--- src/rtl/exec_multdiv_if.sv ---
// exec_multdiv_if
//   Connects the D/X stage to the multi-cycle multiply/divide unit.
//   master : pipeline side. Drives in_valid, insn, operand_a, operand_b and pc.
//            Receives stall and the completed-op result bundle.
//   slave  : multdiv unit side.
interface exec_multdiv_if;
  logic        in_valid;
  logic [31:0] insn;
  logic [31:0] operand_a;
  logic [31:0] operand_b;
  logic [31:0] pc;
  logic        stall;
  logic        out_valid;
  logic [31:0] out_result;
  logic [4:0]  out_rd;
  logic [31:0] out_pc;
  logic        out_exception;

  modport master (
    output in_valid, insn, operand_a, operand_b, pc,
    input  stall, out_valid, out_result, out_rd, out_pc, out_exception
  );

  modport slave (
    input  in_valid, insn, operand_a, operand_b, pc,
    output stall, out_valid, out_result, out_rd, out_pc, out_exception
  );
endinterface

--- src/rtl/exec_multdiv_unit.sv ---
// exec_multdiv_unit
//   Iterative 32-bit signed multiply (radix-2 Booth) and divide (restoring,
//   on magnitudes). Every op takes a fixed 33 cycles from accept to out_valid.
//   clock : rising-edge clock
//   reset : synchronous, active-low
//   bus   : slave side of exec_multdiv_if
//           in_valid/insn/operand_a/operand_b/pc : D/X instruction
//           stall        : combinational freeze request to the front end
//           out_valid    : one-cycle completion pulse
//           out_result   : product low word or quotient
//           out_rd/out_pc: destination register and PC of the completed op
//           out_exception: mul overflow, div by zero or div overflow
module exec_multdiv_unit (
  input logic          clock,
  input logic          reset,
  exec_multdiv_if.slave bus
);

  typedef enum logic [1:0] {IDLE = 2'd0, BUSY = 2'd1, DONE = 2'd2} state_t;

  state_t      state_q, state_d;
  logic [4:0]  count_q;

  // Shared datapath: mul uses hi/lo/qm1 as Booth A:Q:q-1 with m the
  // multiplicand; div uses hi as remainder, lo as dividend/quotient and
  // m as the divisor magnitude.
  logic [32:0] m_q;
  logic [32:0] hi_q;
  logic [31:0] lo_q;
  logic        qm1_q;
  logic        is_div_q;
  logic        neg_q;
  logic        b_zero_q;
  logic [4:0]  rd_q;
  logic [31:0] pc_q;

  logic [31:0] out_result_q;
  logic [4:0]  out_rd_q;
  logic [31:0] out_pc_q;
  logic        out_exception_q;

  logic        dec_mul, dec_div, accept;
  logic        stall_c, out_valid_c;
  logic        unused_insn_bits;

  logic [31:0] a_mag, b_mag;
  logic [32:0] booth_sum;
  logic [32:0] div_sh;
  logic [33:0] div_trial;
  logic [32:0] hi_n;
  logic [31:0] lo_n;
  logic        qm1_n;
  logic [31:0] quot;
  logic [31:0] fin_result;
  logic        fin_exception;

  assign dec_mul = (bus.insn[31:27] == 5'b00000) && (bus.insn[6:2] == 5'b00110);
  assign dec_div = (bus.insn[31:27] == 5'b00000) && (bus.insn[6:2] == 5'b00111);
  assign unused_insn_bits = ^{bus.insn[21:7], bus.insn[1:0]};

  assign accept = reset && bus.in_valid && (dec_mul || dec_div) && (state_q != BUSY);

  assign a_mag = bus.operand_a[31] ? (~bus.operand_a + 32'd1) : bus.operand_a;
  assign b_mag = bus.operand_b[31] ? (~bus.operand_b + 32'd1) : bus.operand_b;

  always_comb begin
    state_d     = state_q;
    stall_c     = 1'b0;
    out_valid_c = 1'b0;
    case (state_q)
      IDLE: begin
        if (accept) state_d = BUSY;
      end
      BUSY: begin
        stall_c = 1'b1;
        if (count_q == 5'd31) state_d = DONE;
      end
      DONE: begin
        out_valid_c = 1'b1;
        state_d     = accept ? BUSY : IDLE;
      end
      default: state_d = IDLE;
    endcase
    if (accept) stall_c = 1'b1;
    if (!reset) stall_c = 1'b0;
  end

  // One iteration of the active algorithm, plus the result that would be
  // committed if this is the final (32nd) iteration.
  always_comb begin
    booth_sum = hi_q;
    div_sh    = {hi_q[31:0], lo_q[31]};
    div_trial = {1'b0, div_sh} - {1'b0, m_q};
    hi_n      = hi_q;
    lo_n      = lo_q;
    qm1_n     = 1'b0;
    if (is_div_q) begin
      if (!div_trial[33]) begin
        hi_n = div_trial[32:0];
        lo_n = {lo_q[30:0], 1'b1};
      end else begin
        hi_n = div_sh;
        lo_n = {lo_q[30:0], 1'b0};
      end
    end else begin
      case ({lo_q[0], qm1_q})
        2'b01:   booth_sum = hi_q + m_q;
        2'b10:   booth_sum = hi_q - m_q;
        default: booth_sum = hi_q;
      endcase
      hi_n  = {booth_sum[32], booth_sum[32:1]};
      lo_n  = {booth_sum[0], lo_q[31:1]};
      qm1_n = lo_q[0];
    end

    quot = neg_q ? (~lo_n + 32'd1) : lo_n;
    if (is_div_q) begin
      fin_result    = b_zero_q ? '0 : quot;
      // A positive quotient with magnitude 2^31 only arises from MIN / -1.
      fin_exception = b_zero_q || (!neg_q && lo_n[31]);
    end else begin
      fin_result    = lo_n;
      fin_exception = (hi_n[31:0] != {32{lo_n[31]}});
    end
  end

  always_ff @(posedge clock) begin
    if (!reset) begin
      state_q         <= IDLE;
      count_q         <= '0;
      m_q             <= '0;
      hi_q            <= '0;
      lo_q            <= '0;
      qm1_q           <= 1'b0;
      is_div_q        <= 1'b0;
      neg_q           <= 1'b0;
      b_zero_q        <= 1'b0;
      rd_q            <= '0;
      pc_q            <= '0;
      out_result_q    <= '0;
      out_rd_q        <= '0;
      out_pc_q        <= '0;
      out_exception_q <= 1'b0;
    end else begin
      state_q <= state_d;
      if (accept) begin
        count_q  <= '0;
        hi_q     <= '0;
        qm1_q    <= 1'b0;
        is_div_q <= dec_div;
        neg_q    <= bus.operand_a[31] ^ bus.operand_b[31];
        b_zero_q <= (bus.operand_b == '0);
        rd_q     <= bus.insn[26:22];
        pc_q     <= bus.pc;
        if (dec_div) begin
          m_q  <= {1'b0, b_mag};
          lo_q <= a_mag;
        end else begin
          m_q  <= {bus.operand_a[31], bus.operand_a};
          lo_q <= bus.operand_b;
        end
      end else if (state_q == BUSY) begin
        count_q <= count_q + 5'd1;
        hi_q    <= hi_n;
        lo_q    <= lo_n;
        qm1_q   <= qm1_n;
        if (count_q == 5'd31) begin
          out_result_q    <= fin_result;
          out_exception_q <= fin_exception;
          out_rd_q        <= rd_q;
          out_pc_q        <= pc_q;
        end
      end
    end
  end

  assign bus.stall         = stall_c;
  assign bus.out_valid     = out_valid_c;
  assign bus.out_result    = out_result_q;
  assign bus.out_rd        = out_rd_q;
  assign bus.out_pc        = out_pc_q;
  assign bus.out_exception = out_exception_q;

endmodule

--- src/flat_wrapper.sv ---
// flat-port wrapper written by rule: the top's interface ports become plain ports
module exec_multdiv_unit_flat 
  (clock, reset, bus_in_valid, bus_insn, bus_operand_a, bus_operand_b, bus_pc, bus_stall, bus_out_valid, bus_out_result, bus_out_rd, bus_out_pc, bus_out_exception);
  exec_multdiv_if bus_i ();
  input logic clock;
  input logic reset;
  input wire logic [$bits(bus_i.in_valid)-1:0] bus_in_valid;
  input wire logic [$bits(bus_i.insn)-1:0] bus_insn;
  input wire logic [$bits(bus_i.operand_a)-1:0] bus_operand_a;
  input wire logic [$bits(bus_i.operand_b)-1:0] bus_operand_b;
  input wire logic [$bits(bus_i.pc)-1:0] bus_pc;
  output wire logic [$bits(bus_i.stall)-1:0] bus_stall;
  output wire logic [$bits(bus_i.out_valid)-1:0] bus_out_valid;
  output wire logic [$bits(bus_i.out_result)-1:0] bus_out_result;
  output wire logic [$bits(bus_i.out_rd)-1:0] bus_out_rd;
  output wire logic [$bits(bus_i.out_pc)-1:0] bus_out_pc;
  output wire logic [$bits(bus_i.out_exception)-1:0] bus_out_exception;
  assign bus_i.in_valid = bus_in_valid;
  assign bus_i.insn = bus_insn;
  assign bus_i.operand_a = bus_operand_a;
  assign bus_i.operand_b = bus_operand_b;
  assign bus_i.pc = bus_pc;
  assign bus_stall = bus_i.stall;
  assign bus_out_valid = bus_i.out_valid;
  assign bus_out_result = bus_i.out_result;
  assign bus_out_rd = bus_i.out_rd;
  assign bus_out_pc = bus_i.out_pc;
  assign bus_out_exception = bus_i.out_exception;
  exec_multdiv_unit u_core (.clock(clock), .reset(reset), .bus(bus_i));
endmodule
--- config.mk ---
export PLATFORM = sky130hd
export DESIGN_NAME = exec_multdiv_unit_flat
export DESIGN_NICKNAME = d
export VERILOG_FILES = /design/src/rtl/exec_multdiv_if.sv /design/src/rtl/exec_multdiv_unit.sv /design/src/flat_wrapper.sv
export SDC_FILE = /design/constraint.sdc
export NUM_CORES = 1
export LEC_CHECK = 0
export ABC_AREA = 1
export CAP_MARGIN = 20
export CORE_MARGIN = 2
export CORE_UTILIZATION = 50
export CTS_CLUSTER_SIZE = 20
export DETAILED_ROUTE_END_ITERATION = 10
export DONT_BUFFER_PORTS = 1
export PLACE_DENSITY = 0.63
export SLEW_MARGIN = 20
export SYNTH_ARGS = -nofsm -noshare
export SYNTH_HDL_FRONTEND = slang
export SYNTH_SLANG_ARGS = --single-unit
--- constraint.sdc ---
create_clock -name clock -period 4.91 [get_ports clock]
set_input_delay 0 -clock clock [delete_from_list [all_inputs] [get_ports clock]]
set_output_delay 0 -clock clock [all_outputs]
set_load 0.02 [all_outputs]
==> qor_table.md <==
| Metric | This run | Unit |
|:---|:---|:---|
| Cell type contributing the most total cell area after synthesis | sky130_fd_sc_hd__dfxtp_1 | - |
| Number of cells after detailed placement | 3251 | - |
| Final routed wirelength across all metal layers | 67.4 | mm |
| Post-synthesis instance area | 17400 | µm² |
| Worst hold slack across all endpoints | 0.00378 | ns |
| First-pass GRT wire length | 104 | mm |
| Number of antenna violations at the first check in global routing | 4 | - |
| Area of the core region | 34400 | µm² |
| Master cell of the clock root buffer | sky130_fd_sc_hd__clkbuf_16 | - |
| Core Util, Final | 59.3 | % |
| Xor/xnor cell area share of the yosys netlist | 4.44 | % |
| Port buffer count | 0 | - |
| I/O pin cnt | 203 | - |
| Area share of fa/ha/maj cells after synthesis | 5.42 | % |
| Via count of the first global-routing pass | 19000 | - |
| Switching part of the total | 25.9 | % |
| CTS tree | done | - |
| Total of warnings raised by yosys | 0 | - |
| Slowest stage delay, CP | 0.39 | ns |
| Final RePlAce weighted congestion | 1.01 | - |
| Commonest cells in the synthesized netlist | sky130_fd_sc_hd__nand2_1 (682), sky130_fd_sc_hd__nor2_1 (377), sky130_fd_sc_hd__inv_1 (351) | - |
| Clock Latency Late Sink | 0.56 | ns |
| Syn Area/Cell | 6.02 | µm² |
| Combinational family with the most area after synthesis | simple AND/OR/NAND/NOR gates | - |
| Post-synthesis to final-layout area growth | 17.4 | % |
| Clock group share of total power | 47.1 | % |
| Predominant post-synthesis flop cell | sky130_fd_sc_hd__dfxtp_1 | - |
| Number of instances in the synthesized netlist | 2882 | - |
| Total net switching power | 1.05 | mW |
| Worst Tran Pin Value | 1.10 | ns |
| Kind of path behind the tightest hold check | input pin to register | - |
| Cell internal power dissipation | 3.00 | mW |
| Total power density per cell area | 199 | nW/µm² |
| Bufs on Longest Clock Path | 3 | - |
| Main area contributors after synthesis | sky130_fd_sc_hd__dfxtp_1 (25%), sky130_fd_sc_hd__nand2_1 (15%), sky130_fd_sc_hd__nor2_1 (8.2%), sky130_fd_sc_hd__o21ai_0 (8.0%), sky130_fd_sc_hd__inv_1 (7.6%) | - |
| First-pass detailed-route iteration total | 6 | - |
| Residual overflow from global routing | 0 | - |
| Register share of total power | 43.3 | % |
| Avg WL per Cell | 19.5 | µm |
| 1st-iter DRT viols | 1758 | - |
| Number of vias per cell | 5.77 | - |
| Number of hold violations in the final report | 0 | - |
| Post-DRT Antenna Nets | 0 | - |
| Leakage power figure | 10.0 | nW |
| Buf+Inv Stages, Crit Path | 3 | - |
| Outcome | complete, no violations | - |
| Sequential cell area fraction in the yosys report | 24.9 | % |
| Cell family with most CP delay | simple AND/OR/NAND/NOR gates | - |
| CP Max Fanout | 5 | - |
| CP Capture Type | register | - |
| Post-synthesis async set-or-reset flop share | 0 | % |
| FMAX | 214 | MHz |
| Chip height | 190 | µm |
| Top cell by count, worst path | sky130_fd_sc_hd__nand2_1 | - |
| Fraction of final layout cells sized beyond drive strength 1 | 5.93 | % |
| Simple-gate portion of the synthesized area | 31.9 | % |
| Count of cell types in the netlist | 58 | - |
| Standard-cell row count | 68 | - |
| Post-synthesis mux area share | 0 | % |
| Syn_nets | 3087 | - |
| Pin count of the biggest net entering global routing | 89 | - |
| Effective utilization at floorplan | 50.5 | % |
| Htree depth | 1 | - |
| Horiz. Die Dim | 190 | µm |
| Data arrival time of the critical path | 5.09 | ns |
| Top-area cell type share of the netlist area | 24.9 | % |
| Die footprint | 36200 | µm² |
| Logic pwr share | 9.6 | % |
| Nets@finish | 3188 | - |
| Final Skew | 0.0207 | ns |
| Final setup viols | 0 | - |
| CP Data Required Time | 5.33 | ns |
| HPWL after DPL | 49.0 | mm |
| Clock-pin transition on the worst setup and hold timing paths | 0.06 | ns |
| Non-filler cells in the finished layout | 3459 | - |
| Element type at the critical path start | register | - |
| Max Cap Violations | 0 | - |
| Complex-gate fraction of the synthesized area | 22.8 | % |
| Clock buffers created by TritonCTS | 25 | - |
| Pins Over Slew Limit | 0 | - |
| Peak ir drop on the vdd network | 0.227 | mV |
| Post-route minimum period | 4.66 | ns |
| Number of synthesized flops with an enable pin | 0 | - |
| Total number of clock tree sinks | 216 | - |
| Total via count after detailed routing | 20000 | - |
| Total GRT Usage | 36.2 | % |
| Headroom to the max-slew limit | 26.7 | % |
| Category of the most critical setup path | register to register | - |
| DRC errors left | 0 | - |
| Share of the clock period used by the worst path | 95.0 | % |
| Crit path max-delay cell type | sky130_fd_sc_hd__ha_1 | - |
| Post-synthesis register bit count | 216 | - |
| Leading cell type by number of instances after synthesis | sky130_fd_sc_hd__nand2_1 | - |
==> metal layers <==
metal  vias up  track usage, %  wire (µm)
met5         -               0          8
met4         2            15.8       3070
met3       204            6.79       5440
met2       913            62.5      31800
met1      9157            43.7      27000
li1       9692               -          -
==> power by group through the flow <==
| stage | registers (mW) | clock network [mW] | logic, mW |
|---|---|---|---|
| final | 1.75 | 1.91 | 0.391 |
| after global routing | 1.75 | 1.99 | 0.423 |
| after CTS | 1.75 | 1.92 | 0.372 |
| after detailed placement | 1.79 | 0 | 0.268 |
| after global placement | 1.79 | 0 | 0.266 |
| after floorplan | 1.79 | 0 | 0.210 |
==> tightest hold or removal path, stage by stage <==
cell and delay [ns]:
sky130_fd_sc_hd__o21ai_0 0.05, sky130_fd_sc_hd__nand2_1 0.08, sky130_fd_sc_hd__xor2_1 0.13, sky130_fd_sc_hd__o21ai_0 0.13, sky130_fd_sc_hd__a31oi_1 0.14
==> repair_timing <==
action,in CTS,in global routing
gates resized for setup,0,55
hold buffers,152,0
endpoints found under the hold margin,182,0
endpoints found under the setup margin,0,1
setup buffers,0,8
==> metrics by stage <==
step	setup WS (ns)	setup TNS (ns)	power (mW)	area (µm²)
after global placement	0.324	0	2.06	17700
after detailed placement	0.275	0	2.06	17700
after global routing	-0.0537	-0.0537	4.17	20400
final	0.245	0	4.05	20400
after CTS	0.251	0	4.05	20100
after floorplan	1.09	0	2.00	17400
==> sequential cells by signal, indices dropped and copies added, names as in the netlist <==
signal / cells
u_core.hi_q: 33
u_core.neg_q: 1
u_core.qm1_q: 1
u_core.state_q: 2
u_core.b_zero_q: 1
u_core.lo_q: 32
u_core.rd_q: 5
u_core.count_q: 5
u_core.is_div_q: 1
u_core.m_q: 33
u_core.bus.out_rd: 5
u_core.bus.out_exception: 1
u_core.bus.out_pc: 32
u_core.pc_q: 32
u_core.bus.out_result: 32
==> worst paths after layout <==
| kind | from | end | slack (ns) | depth (start not counted) |
|---|---|---|---|---|
| setup reg to reg | u_core.m_q[2] | u_core.bus.out_exception | 0.25 | 31 |
| setup / recovery | u_core.m_q[2] | u_core.bus.out_exception | 0.25 | 31 |
| hold / removal | bus_operand_a[15] | u_core.lo_q[16] | 0.004 | 5 |
| hold reg to reg | u_core.lo_q[3] | u_core.lo_q[3] | 0.46 | 2 |
==> layout make-up <==
cell class	count	area (µm²)
repair buffers	187	1800
diodes	3	7.51
clock inverters	13	150
clock buffers	32	682
inverters	364	1370
fillers	3468	14000
multi-input cells	2189	11500
well taps	455	569
flip-flops and latches	216	4330
==> kinds of logic (layout without fill, tap and decap cells) <==
family | Yosys count | after routing
and+or+nand+nor | 1330 | 1330
AOI/OAI and AO/OA | 697 | 697
buffers and inverters | 477 | 596
DFF | 216 | 216
xor gates and xnor gates | 88 | 88
adders and majority gates | 74 | 74
other | 0 | 3
==> cell usage in the layout (no fill, tap or decap), types with 7 or more instances in the layout <==
cell type                       count
sky130_fd_sc_hd__nand2_1          674
sky130_fd_sc_hd__nor2_1           365
sky130_fd_sc_hd__inv_1            350
sky130_fd_sc_hd__o21ai_0          275
sky130_fd_sc_hd__a21oi_1          227
sky130_fd_sc_hd__dfxtp_1          215
sky130_fd_sc_hd__nand3_1          154
sky130_fd_sc_hd__dlygate4sd3_1    151
sky130_fd_sc_hd__ha_1              68
sky130_fd_sc_hd__xor2_1            66
sky130_fd_sc_hd__a22o_1            37
sky130_fd_sc_hd__buf_4             35
sky130_fd_sc_hd__a31oi_1           33
sky130_fd_sc_hd__o211ai_1          33
sky130_fd_sc_hd__nor3_1            27
sky130_fd_sc_hd__clkbuf_16         25
sky130_fd_sc_hd__nand4_1           18
sky130_fd_sc_hd__xnor2_1           17
sky130_fd_sc_hd__o22ai_1           17
sky130_fd_sc_hd__nand3b_1          15
sky130_fd_sc_hd__nand2_2           14
sky130_fd_sc_hd__o21ai_1           13
sky130_fd_sc_hd__nor2_2            12
sky130_fd_sc_hd__inv_2             10
sky130_fd_sc_hd__a21oi_2           10
sky130_fd_sc_hd__nor2_4             9
sky130_fd_sc_hd__nor4_1             9
sky130_fd_sc_hd__o31ai_1            8
sky130_fd_sc_hd__a221oi_1           8
sky130_fd_sc_hd__or2_2              7
Note: power is estimated with default switching activity, not from simulation.
